===== config.mk =====
export PLATFORM = sky130hd
export DESIGN_NAME = ifft_symbol_controller_flat
export DESIGN_NICKNAME = d
export VERILOG_FILES = /design/src/rtl/ofdm_pkg.sv /design/src/rtl/ifft_symbol_controller_if.sv /design/src/rtl/symbol_buffer.sv /design/src/rtl/ifft_symbol_controller.sv /design/src/flat_wrapper.sv
export SDC_FILE = /design/constraint.sdc
export NUM_CORES = 1
export LEC_CHECK = 0
export CAP_MARGIN = 10
export CORE_MARGIN = 4
export CORE_UTILIZATION = 40
export CTS_CLUSTER_SIZE = 12
export DETAILED_ROUTE_END_ITERATION = 12
export PLACE_DENSITY = 0.59
export SYNTH_ARGS = -nofsm -noshare
export SYNTH_HDL_FRONTEND = slang
export SYNTH_SLANG_ARGS = --single-unit

===== constraint.sdc =====
create_clock -name aclk -period 4.45 [get_ports aclk]
set_input_delay 0.6675 -clock aclk [delete_from_list [all_inputs] [get_ports aclk]]
set_output_delay 0.6675 -clock aclk [all_outputs]
set_load 0.1 [all_outputs]

===== src/rtl/ofdm_pkg.sv =====
// Shared OFDM defaults, controller state encoding and complex sample layout.
package ofdm_pkg;

  localparam int         N_DEF        = 32;
  localparam int         CP_DEF       = 16;
  localparam int         DW_DEF       = 32;
  localparam logic [7:0] CFG_WORD_DEF = 8'h00;

  typedef enum logic [2:0] {
    ST_IDLE    = 3'd0,
    ST_CONFIG  = 3'd1,
    ST_LOAD    = 3'd2,
    ST_CAPTURE = 3'd3,
    ST_EMIT    = 3'd4
  } state_t;

  typedef struct packed {
    logic [15:0] re;
    logic [15:0] im;
  } cplx_t;

endpackage


===== src/rtl/ifft_symbol_controller_if.sv =====
// AXI-stream channel bundle used for every stream port of the symbol controller.
interface ifft_symbol_controller_if
  import ofdm_pkg::*;
#(
  parameter int DW = DW_DEF
);
  logic [DW-1:0] tdata;
  logic          tvalid;
  logic          tready;
  logic          tlast;

  modport master (output tdata, output tvalid, output tlast, input tready);
  modport slave  (input tdata, input tvalid, input tlast, output tready);
endinterface


===== src/rtl/symbol_buffer.sv =====
// Simple dual-port symbol RAM: one write port, one registered read port.
module symbol_buffer
  import ofdm_pkg::*;
#(
  parameter int N  = N_DEF,
  parameter int DW = DW_DEF
) (
  input  logic                 aclk,
  input  logic                 we,
  input  logic [$clog2(N)-1:0] waddr,
  input  logic [DW-1:0]        wdata,
  input  logic                 re,
  input  logic [$clog2(N)-1:0] raddr,
  output logic [DW-1:0]        rdata
);

  logic [DW-1:0] mem [N];

  always_ff @(posedge aclk) begin
    if (we) mem[waddr] <= wdata;
  end

  always_ff @(posedge aclk) begin
    if (re) rdata <= mem[raddr];
  end

endmodule


===== src/rtl/ifft_symbol_controller.sv =====
// Sequences one OFDM symbol through an external AXI-stream IFFT core and
// emits the cyclic-prefixed result from a local buffer.
//
// state   | meaning
// IDLE    | waiting for a mapper sample (not consumed)
// CONFIG  | offering the inverse-transform config word
// LOAD    | passing N mapper samples straight into the core
// CAPTURE | writing core output beats into the buffer
// EMIT    | streaming CP tail then full symbol through the skid stage
module ifft_symbol_controller
  import ofdm_pkg::*;
#(
  parameter int         N        = N_DEF,
  parameter int         CP       = CP_DEF,
  parameter int         DW       = DW_DEF,
  parameter logic [7:0] CFG_WORD = CFG_WORD_DEF
) (
  input  logic aclk,
  input  logic aresetn,
  ifft_symbol_controller_if.slave  s,
  ifft_symbol_controller_if.master cfg,
  ifft_symbol_controller_if.master fft_s,
  ifft_symbol_controller_if.slave  fft_m,
  ifft_symbol_controller_if.master m,
  output logic busy,
  output logic done,
  output logic err_tlast
);

  localparam int              AW       = $clog2(N);
  localparam int              LW       = $clog2(N + CP + 1);
  localparam logic [AW-1:0]   LAST_IDX = AW'(N - 1);
  localparam logic [AW-1:0]   RD_START = AW'(N - CP);
  localparam logic [LW-1:0]   EMIT_LEN = LW'(N + CP);

  state_t        state_q, state_d;
  logic [AW-1:0] load_cnt, cap_cnt, rd_addr;
  logic [LW-1:0] rd_left;
  logic          load_hs, cap_hs, cap_end, cap_err, out_hs;
  logic          rd_issue, rd_vld, rd_last_q;
  logic [DW-1:0] rd_data;
  logic [DW-1:0] sk_data [2];
  logic          sk_last [2];
  logic          sk_wp, sk_rp;
  logic [1:0]    sk_cnt;
  logic          unused_s_tlast;

  assign unused_s_tlast = s.tlast;

  assign load_hs = (state_q == ST_LOAD) && s.tvalid && fft_s.tready;
  assign cap_hs  = (state_q == ST_CAPTURE) && fft_m.tvalid;
  assign busy    = (state_q != ST_IDLE);

  always_comb begin
    state_d      = state_q;
    s.tready     = 1'b0;
    cfg.tvalid   = 1'b0;
    cfg.tdata    = '0;
    cfg.tlast    = 1'b0;
    fft_s.tdata  = '0;
    fft_s.tvalid = 1'b0;
    fft_s.tlast  = 1'b0;
    fft_m.tready = 1'b0;
    cap_end      = 1'b0;
    cap_err      = 1'b0;
    unique case (state_q)
      ST_IDLE: if (s.tvalid) state_d = ST_CONFIG;
      ST_CONFIG: begin
        cfg.tvalid = 1'b1;
        cfg.tdata  = CFG_WORD;
        if (cfg.tready) state_d = ST_LOAD;
      end
      ST_LOAD: begin
        fft_s.tdata  = s.tdata;
        fft_s.tvalid = s.tvalid;
        fft_s.tlast  = (load_cnt == LAST_IDX);
        s.tready     = fft_s.tready;
        if (load_hs && load_cnt == LAST_IDX) state_d = ST_CAPTURE;
      end
      ST_CAPTURE: begin
        fft_m.tready = 1'b1;
        if (fft_m.tvalid) begin
          if (cap_cnt == LAST_IDX) begin
            cap_end = 1'b1;
            cap_err = !fft_m.tlast;
          end else if (fft_m.tlast) begin
            cap_end = 1'b1;
            cap_err = 1'b1;
          end
        end
        if (cap_end) state_d = ST_EMIT;
      end
      ST_EMIT: if (done) state_d = ST_IDLE;
      default: state_d = ST_IDLE;
    endcase
  end

  always_ff @(posedge aclk or negedge aresetn) begin
    if (!aresetn) state_q <= ST_IDLE;
    else          state_q <= state_d;
  end

  // A read may issue only if its data will find a free skid slot next cycle.
  assign rd_issue = (state_q == ST_EMIT) && (rd_left != '0) &&
                    ((int'(sk_cnt) + int'(rd_vld) - int'(out_hs)) < 2);

  always_ff @(posedge aclk or negedge aresetn) begin
    if (!aresetn) begin
      load_cnt  <= '0;
      cap_cnt   <= '0;
      rd_addr   <= '0;
      rd_left   <= '0;
      rd_vld    <= 1'b0;
      rd_last_q <= 1'b0;
      err_tlast <= 1'b0;
    end else begin
      if (load_hs) load_cnt <= load_cnt + AW'(1);
      if (cap_hs)  cap_cnt  <= cap_end ? '0 : cap_cnt + AW'(1);
      if (cap_err) err_tlast <= 1'b1;
      if (state_q != ST_EMIT) begin
        rd_addr <= RD_START;
        rd_left <= EMIT_LEN;
      end else if (rd_issue) begin
        rd_addr <= rd_addr + AW'(1);
        rd_left <= rd_left - LW'(1);
      end
      rd_vld    <= rd_issue;
      rd_last_q <= rd_issue && (rd_left == LW'(1));
    end
  end

  symbol_buffer #(.N(N), .DW(DW)) u_buf (
    .aclk  (aclk),
    .we    (cap_hs),
    .waddr (cap_cnt),
    .wdata (fft_m.tdata),
    .re    (rd_issue),
    .raddr (rd_addr),
    .rdata (rd_data)
  );

  assign m.tvalid = (sk_cnt != 2'd0);
  assign m.tdata  = sk_data[sk_rp];
  assign m.tlast  = sk_last[sk_rp] && m.tvalid;
  assign out_hs   = m.tvalid && m.tready;
  assign done     = out_hs && m.tlast;

  always_ff @(posedge aclk or negedge aresetn) begin
    if (!aresetn) begin
      for (int i = 0; i < 2; i++) begin
        sk_data[i] <= '0;
        sk_last[i] <= 1'b0;
      end
      sk_wp  <= 1'b0;
      sk_rp  <= 1'b0;
      sk_cnt <= 2'd0;
    end else begin
      if (rd_vld) begin
        sk_data[sk_wp] <= rd_data;
        sk_last[sk_wp] <= rd_last_q;
        sk_wp          <= ~sk_wp;
      end
      if (out_hs) sk_rp <= ~sk_rp;
      case ({rd_vld, out_hs})
        2'b10:   sk_cnt <= sk_cnt + 2'd1;
        2'b01:   sk_cnt <= sk_cnt - 2'd1;
        default: ;
      endcase
    end
  end

endmodule


===== src/flat_wrapper.sv =====
// flat-port wrapper written by rule: the top's interface ports become plain ports
module ifft_symbol_controller_flat import ofdm_pkg::*;
#(
  parameter int         N        = N_DEF,
  parameter int         CP       = CP_DEF,
  parameter int         DW       = DW_DEF,
  parameter logic [7:0] CFG_WORD = CFG_WORD_DEF
)
  (aclk, aresetn, busy, done, err_tlast, s_tdata, s_tvalid, s_tlast, s_tready, cfg_tdata, cfg_tvalid, cfg_tlast, cfg_tready, fft_s_tdata, fft_s_tvalid, fft_s_tlast, fft_s_tready, fft_m_tdata, fft_m_tvalid, fft_m_tlast, fft_m_tready, m_tdata, m_tvalid, m_tlast, m_tready);
  ifft_symbol_controller_if #(.DW(DW)) s_i ();
  ifft_symbol_controller_if #(.DW(DW)) cfg_i ();
  ifft_symbol_controller_if #(.DW(DW)) fft_s_i ();
  ifft_symbol_controller_if #(.DW(DW)) fft_m_i ();
  ifft_symbol_controller_if #(.DW(DW)) m_i ();
  input  logic aclk;
  input  logic aresetn;
  output logic busy;
  output logic done;
  output logic err_tlast;
  input wire logic [$bits(s_i.tdata)-1:0] s_tdata;
  input wire logic [$bits(s_i.tvalid)-1:0] s_tvalid;
  input wire logic [$bits(s_i.tlast)-1:0] s_tlast;
  output wire logic [$bits(s_i.tready)-1:0] s_tready;
  output wire logic [$bits(cfg_i.tdata)-1:0] cfg_tdata;
  output wire logic [$bits(cfg_i.tvalid)-1:0] cfg_tvalid;
  output wire logic [$bits(cfg_i.tlast)-1:0] cfg_tlast;
  input wire logic [$bits(cfg_i.tready)-1:0] cfg_tready;
  output wire logic [$bits(fft_s_i.tdata)-1:0] fft_s_tdata;
  output wire logic [$bits(fft_s_i.tvalid)-1:0] fft_s_tvalid;
  output wire logic [$bits(fft_s_i.tlast)-1:0] fft_s_tlast;
  input wire logic [$bits(fft_s_i.tready)-1:0] fft_s_tready;
  input wire logic [$bits(fft_m_i.tdata)-1:0] fft_m_tdata;
  input wire logic [$bits(fft_m_i.tvalid)-1:0] fft_m_tvalid;
  input wire logic [$bits(fft_m_i.tlast)-1:0] fft_m_tlast;
  output wire logic [$bits(fft_m_i.tready)-1:0] fft_m_tready;
  output wire logic [$bits(m_i.tdata)-1:0] m_tdata;
  output wire logic [$bits(m_i.tvalid)-1:0] m_tvalid;
  output wire logic [$bits(m_i.tlast)-1:0] m_tlast;
  input wire logic [$bits(m_i.tready)-1:0] m_tready;
  assign s_i.tdata = s_tdata;
  assign s_i.tvalid = s_tvalid;
  assign s_i.tlast = s_tlast;
  assign s_tready = s_i.tready;
  assign cfg_tdata = cfg_i.tdata;
  assign cfg_tvalid = cfg_i.tvalid;
  assign cfg_tlast = cfg_i.tlast;
  assign cfg_i.tready = cfg_tready;
  assign fft_s_tdata = fft_s_i.tdata;
  assign fft_s_tvalid = fft_s_i.tvalid;
  assign fft_s_tlast = fft_s_i.tlast;
  assign fft_s_i.tready = fft_s_tready;
  assign fft_m_i.tdata = fft_m_tdata;
  assign fft_m_i.tvalid = fft_m_tvalid;
  assign fft_m_i.tlast = fft_m_tlast;
  assign fft_m_tready = fft_m_i.tready;
  assign m_tdata = m_i.tdata;
  assign m_tvalid = m_i.tvalid;
  assign m_tlast = m_i.tlast;
  assign m_i.tready = m_tready;
  ifft_symbol_controller #(.N(N), .CP(CP), .DW(DW), .CFG_WORD(CFG_WORD)) u_core (.aclk(aclk), .aresetn(aresetn), .s(s_i), .cfg(cfg_i), .fft_s(fft_s_i), .fft_m(fft_m_i), .m(m_i), .busy(busy), .done(done), .err_tlast(err_tlast));
endmodule

Word-level counts from Yosys, hierarchy flattened --
Memories as Yosys holds them, arrays and structs flattened. A register that Yosys moved wholly into a read port is not among the register bits. Index checks and enable logic that the tools add are counted.
Operators by class: equal/unequal tests 15, order comparisons 4, bitwise operators 4, $add $sub $neg 8, reductions and logical operators 19, multiplexer cells 40
Operators by type and width (number):
- 32-bit 2-to-1 mux | 5
- 64-bit bitwise mux | 1
- 32-bit demux with 1-bit select | 1
- 32-bit by 3-bit < comparator with 1-bit output, second input constant | 1
- 32-bit by 2-bit subtractor with 32-bit output | 1
- 1-bit 2-to-1 mux | 19
- 5-bit by 1-bit adder with 5-bit output, second input constant | 3
- 3-bit 2-to-1 mux | 5
- 5-bit 2-to-1 mux | 3
- 3-bit case mux with 5 select lines | 1
- 6-bit 2-to-1 mux | 2
- 1-bit logical AND | 11
- 5-bit equality test, second input constant | 2
- 2-bit inequality test, second input constant | 5
- 3-bit by 2-bit equality test with 1-bit output, second input constant | 2
- 6-bit by 1-bit equality test with 1-bit output, second input constant | 1
- 2-bit nonzero test | 3
- 6-bit nonzero test | 1
- 6-bit by 1-bit subtractor with 6-bit output, second input constant | 1
- 5-bit AND reduction | 1
- 2-bit >= comparator, second input constant | 2
- 1-bit inverter with 2-bit output | 2
- 2-bit case mux with 2 select lines | 1
- 2-bit by 1-bit adder with 3-bit output | 1
- other kinds (14) | 15
Word-level totals: logic and storage cells 106, memories kept 1, output and inout bits 107, bits of input ports 73, memory bits (writable) 1024, flip-flop bits (word level) 97
Memory list:
- u_core.u_buf.mem | depth 32, width 32, rd ports 1, clocked after memory_dff 1, wr ports 1, RTL line symbol_buffer.sv:17 | logic [DW-1:0] mem [N];

Depth between registers and ports, before layout --
depth after elaboration 8, depth in mapped cells 11

Cells and area by module --
From an unflattened synthesis, not the netlist that was laid out.
Second synthesis, totals: cells, all modules 2674, area total of the unflattened synthesis 45757.6 um^2
Modules (own cells, without submodules):
- symbol_buffer | sequential area each 31710.4 um^2, instances 1, area each 40805.4 um^2, cells an instance 2260
- ifft_symbol_controller | sequential area each 2427.3 um^2, instances 1, area each 4952.2 um^2, cells an instance 414

Worst setup path after synthesis --
OpenSTA, ideal clock, no wires.
kind flip-flop to flip-flop, start register u_core.state_q[1], end memory u_core.u_buf.mem[28][0] in the netlist's numbering (enable), setup time 0.421 ns, required time 4.029 ns, cell stages (with the launch flop) 7, path buffers 2, data arrival time 3.471 ns, slack 0.558 ns, period minus slack after synthesis 3.892 ns, cell sequence dfrtp_1 clkbuf_1 and3b_1 and2_1 clkbuf_1 nand2_1 nor2_1
Between the ends: longest elaborated chain between the ends 4
RTL lines:
- start: declaration | RTL line ifft_symbol_controller.sv:36 | state_t state_q, state_d;
- start signal: assignment | RTL line ifft_symbol_controller.sv:100 | else state_q <= state_d;
- 3-bit by 2-bit equality test with 1-bit output | RTL line ifft_symbol_controller.sv:51 | assign cap_hs = (state_q == ST_CAPTURE) && fft_m.tvalid;
- 1-bit logical AND | RTL line ifft_symbol_controller.sv:51
- 1-bit 2-to-1 mux | RTL line symbol_buffer.sv:20 | if (we) mem[waddr] <= wdata;
- 1-bit 2-to-1 mux (implied by the code) | RTL line symbol_buffer.sv:20
- end: declaration | RTL line symbol_buffer.sv:17
No other way between the ends.

Worst setup path after layout --
start register u_core.sk_rp, end output m_tdata[18]
Between the ends: longest elaborated chain between the ends 4
RTL lines:
- start: declaration | RTL line ifft_symbol_controller.sv:44 | logic sk_wp, sk_rp;
- start signal: assignment | RTL line ifft_symbol_controller.sv:163 | if (out_hs) sk_rp <= ~sk_rp;
- 1-bit inverter with 2-bit output (implied by the code) | RTL line ifft_symbol_controller.sv:143 | assign m.tdata = sk_data[sk_rp];
- 32-bit 2-to-1 mux (implied by the code) (3 in series) | RTL line ifft_symbol_controller.sv:143
- end: declaration | RTL line flat_wrapper.sv:36 | output wire logic [$bits(m_i.tdata)-1:0] m_tdata;
No other way between the ends. The select of a mux whose other input is x is not followed.

==> impl_metrics.py <==
metrics = {
    "run_status": {
        "run_status": "completed",
    },
    "clocking": {
        "clk_latency_ns": 0.68,
        "cts_tree": "built",
        "numCtsBuffers": 115,
        "path_clk_slew_ns": 0.06,
        "root_buffer": "clkbuf_16",
        "cts_setup_buffers": 0,
        "cts_max_level": 3,
        "cts_sinks": 1153,
        "hold_buffers": 0,
        "clockBufferDepth": 3,
        "cts_resized": 0,
    },
    "synth": {
        "synth_edf_count": 1056,
        "synth_top_flop_cell": "edfxtp_1",
        "yosysWarnings": 0,
        "post-synth-top-area-cell": "edfxtp_1",
        "synth_top_area_share": 0.705,
        "syn_area_per_cell_um2": 20.6,
        "synth-seq-cells": 1153,
        "syn_inst": 2184,
        "async_flop_share": 0.0841,
        "ys_seq_area_frac": 0.759,
        "synth_area_um2": 45000,
        "ys_top_cells_by_area": "edfxtp_1 71%, mux4_2 9.6%, dfrtp_1 5.4%",
        "synth.distinct_cells": 54,
    },
    "placement": {
        "portBuffers": 145,
        "dp_cells": 3772,
        "dp_hpwl_mm": 59.1,
        "place_congestion": 0.798,
    },
    "timing": {
        "finalSetupTns_ns": 0,
        "whs_ns": 0.127,
        "relSlewSlack": 0.209,
        "worst_pin_slew_ns": 1.18,
        "fin_crit_ns": 3.80,
        "finalHoldViolCount": 0,
        "final-setup-viol-count": 0,
        "fmax_mhz": 263,
        "post-route-period-util": 0.853,
        "rsz0062_at_grt": "false",
        "fin_skew_ns": 0.0175,
        "slew_violations": 0,
    },
    "worst_setup_path": {
        "worstSetupPathType": "reg -> out",
        "cp-start-kind": "register",
        "rr_worst_depth": 5,
        "critPathLaunch": "u_core.sk_rp$_DFFE_PN0P_",
        "cp_max_fo": 34,
        "r2r_slack_ns": 1.11,
        "crit_arrival_ns": 3.13,
        "cp.required_ns": 3.78,
        "rr_startpoint": "u_core.rd_addr[2]$_DFFE_PN0P_",
        "cp-end-kind": "output pin",
        "rr_endpoint": "u_core.u_buf.rdata[13]$_DFFE_PP_",
    },
    "die": {
        "initial_core_util": 0.405,
        "fp.dieArea_um2": 118000,
        "core_um2": 111000,
        "fp-row-count": 122,
        "die_width_um": 343,
        "ios": 180,
        "die_h_um": 343,
    },
    "global_route": {
        "use_met2": 0.291,
        "antenna_found_initial": 8,
        "overflow": 0,
        "use_met1": 0.251,
        "grt_first_pass_wirelength_mm": 153,
        "grt_usage": 0.177,
        "grt_pass1_vias": 22600,
        "busiest_layer": "met2",
        "gr-usage-met3": 0.0293,
        "grt_max_degree": 90,
    },
    "cells_and_area": {
        "fin_nets": 2498,
        "utilization": 0.467,
        "drive_gt1_frac": 0.248,
        "fin_cells": 3967,
        "syn2layout_area_growth_pct": 15.4,
        "fillerInstances": 9202,
    },
    "detailed_routing": {
        "first_pass_iters": 5,
        "antenna_left": 0,
        "drt-vias-per-instance": 5.58,
        "vias": 22100,
        "wirelength_mm": 105,
        "drt_first_iter_violations": 2017,
        "wl_per_cell_um": 26.5,
        "route.detailed.drc": 0,
    },
    "pwr": {
        "powerDensity_nw_per_um2": 499,
        "ir_worst_vdd_v": 0.000329,
        "power.total_mw": 25.9,
        "p_leak_nw": 16.2,
    },
    "flow_run": {
        "max-cap-violations": 0,
    },
    "hold_path": {
        "min_path_type": "in -> async",
    },
}
-- critical path, stage by stage (launching register included) --
cell             delay [ns]
dfrtp_2                0.97
mux2_2                 0.33
clkdlybuf4s50_1        1.13
-- registers in the layout, summed over array words and instances (netlist names) --
signal,count
u_core.sk_rp,1
u_core.rd_vld,1
u_core.cap_cnt,5
u_core.sk_cnt,2
u_core.u_buf.mem,1024
u_core.err_tlast,1
u_core.u_buf.rdata,32
u_core.load_cnt,5
u_core.rd_addr,5
u_core.sk_wp,1
u_core.state_q,3
u_core.rd_left,6
u_core.sk_data,64
u_core.sk_last,2
u_core.rd_last_q,1
-- report_power, final --
part	internal [mW]	switching, mW	leakage, nW	total [mW]
Clock	4.81	3.78	1.58	8.60
Sequential	12.3	0.318	10.7	12.6
Combinational	1.37	3.34	3.94	4.71
-- cell usage after synthesis, types with 8 or more instances --
master,number
ha_1,19
a22o_1,27
nand2_1,22
buf_6,10
and2_1,36
nor2_1,48
buf_1,10
mux2i_1,137
mux2_2,101
a21oi_1,58
a2111oi_2,26
mux4_2,191
o22ai_1,32
buf_2,30
o221ai_1,32
edfxtp_1,1056
clkbuf_1,51
a211oi_1,8
inv_1,17
a22oi_1,44
nand3_1,13
dfrtp_1,97
buf_4,51
-- cells by family after synthesis --
group / share of synthesized area
flip-flops: 0.759
multiplexers: 0.151
AO/OA/AOI/OAI: 0.0425
buffers and inverters: 0.0209
AND/OR/NAND/NOR: 0.0186
adder cells (fa/ha/maj): 0.00573
XOR/XNOR: 0.00156
other: 0.0000834
-- placed cells by master (no fill, tap or decap), types with 4 or more instances in the layout --
master and instances:
a2111oi_2 26, a211oi_1 8, a21oi_1 58, a22o_1 27, a22oi_1 44, and2_1 36, and3_1 5, buf_12 22
buf_4 90, clkbuf_1 37, clkbuf_16 118, clkdlybuf4s50_1 108, clkinv_1 20, clkinv_2 10, conb_1 33, dfrtp_1 92
dfrtp_4 4, edfxtp_1 1056, ha_1 19, inv_1 16, mux2_2 101, mux2i_1 137, mux4_2 191, nand2_1 21
nand2b_1 4, nand3_1 13, nand3b_1 5, nor2_1 15, nor2_4 34, nor2b_1 4, o21ai_0 6, o221ai_1 32
o22ai_1 32, xnor2_1 6
-- final cells by class --
| type | instances | area [um2] | share of cell area |
|---|---|---|---|
| Tap cell | 1488 | 1860 | 0.0359 |
| Timing Repair Buffer | 224 | 2270 | 0.0437 |
| Multi-Input combinational cell | 894 | 10300 | 0.198 |
| Clock inverter | 35 | 188 | 0.00362 |
| Inverter | 17 | 63.8 | 0.00123 |
| Antenna cell | 2 | 5.00 | 0.0000965 |
| Sequential cell | 1153 | 34200 | 0.658 |
| Clock buffer | 154 | 3070 | 0.0591 |
-- how the worst max path moves through the flow --
stage,end,slack (ns),cells past startpoint
6_report,m_tdata[18],0.65,2
5_1_grt,m_tlast,0.47,3
4_1_cts,m_tdata[9],0.54,2
3_5_place_dp,u_core.u_buf.rdata[27]$_DFFE_PP_,0.95,10
3_3_place_gp,u_core.u_buf.rdata[9]$_DFFE_PP_,0.91,10
2_1_floorplan,u_core.u_buf.mem[28][0]$_DFFE_PP_,0.56,6
-- through the flow --
step | instance area [um2] | setup slack (ns)
after floorplan | 45100 | 0.558
after global placement | 48600 | 0.910
after detailed placement | 48600 | 0.945
after CTS | 51800 | 0.536
after global routing | 51900 | 0.471
final | 51900 | 0.655
-- metal layers --
| layer | part of all wire | vias up |
|---|---|---|
| met5 | 0 | - |
| met2 | 0.48 | 817 |
| li1 | - | 9361 |
| met4 | 0.017 | 0 |
| met1 | 0.43 | 11800 |
| met3 | 0.071 | 130 |
No activity file was read; power rests on OpenSTA's default activity.
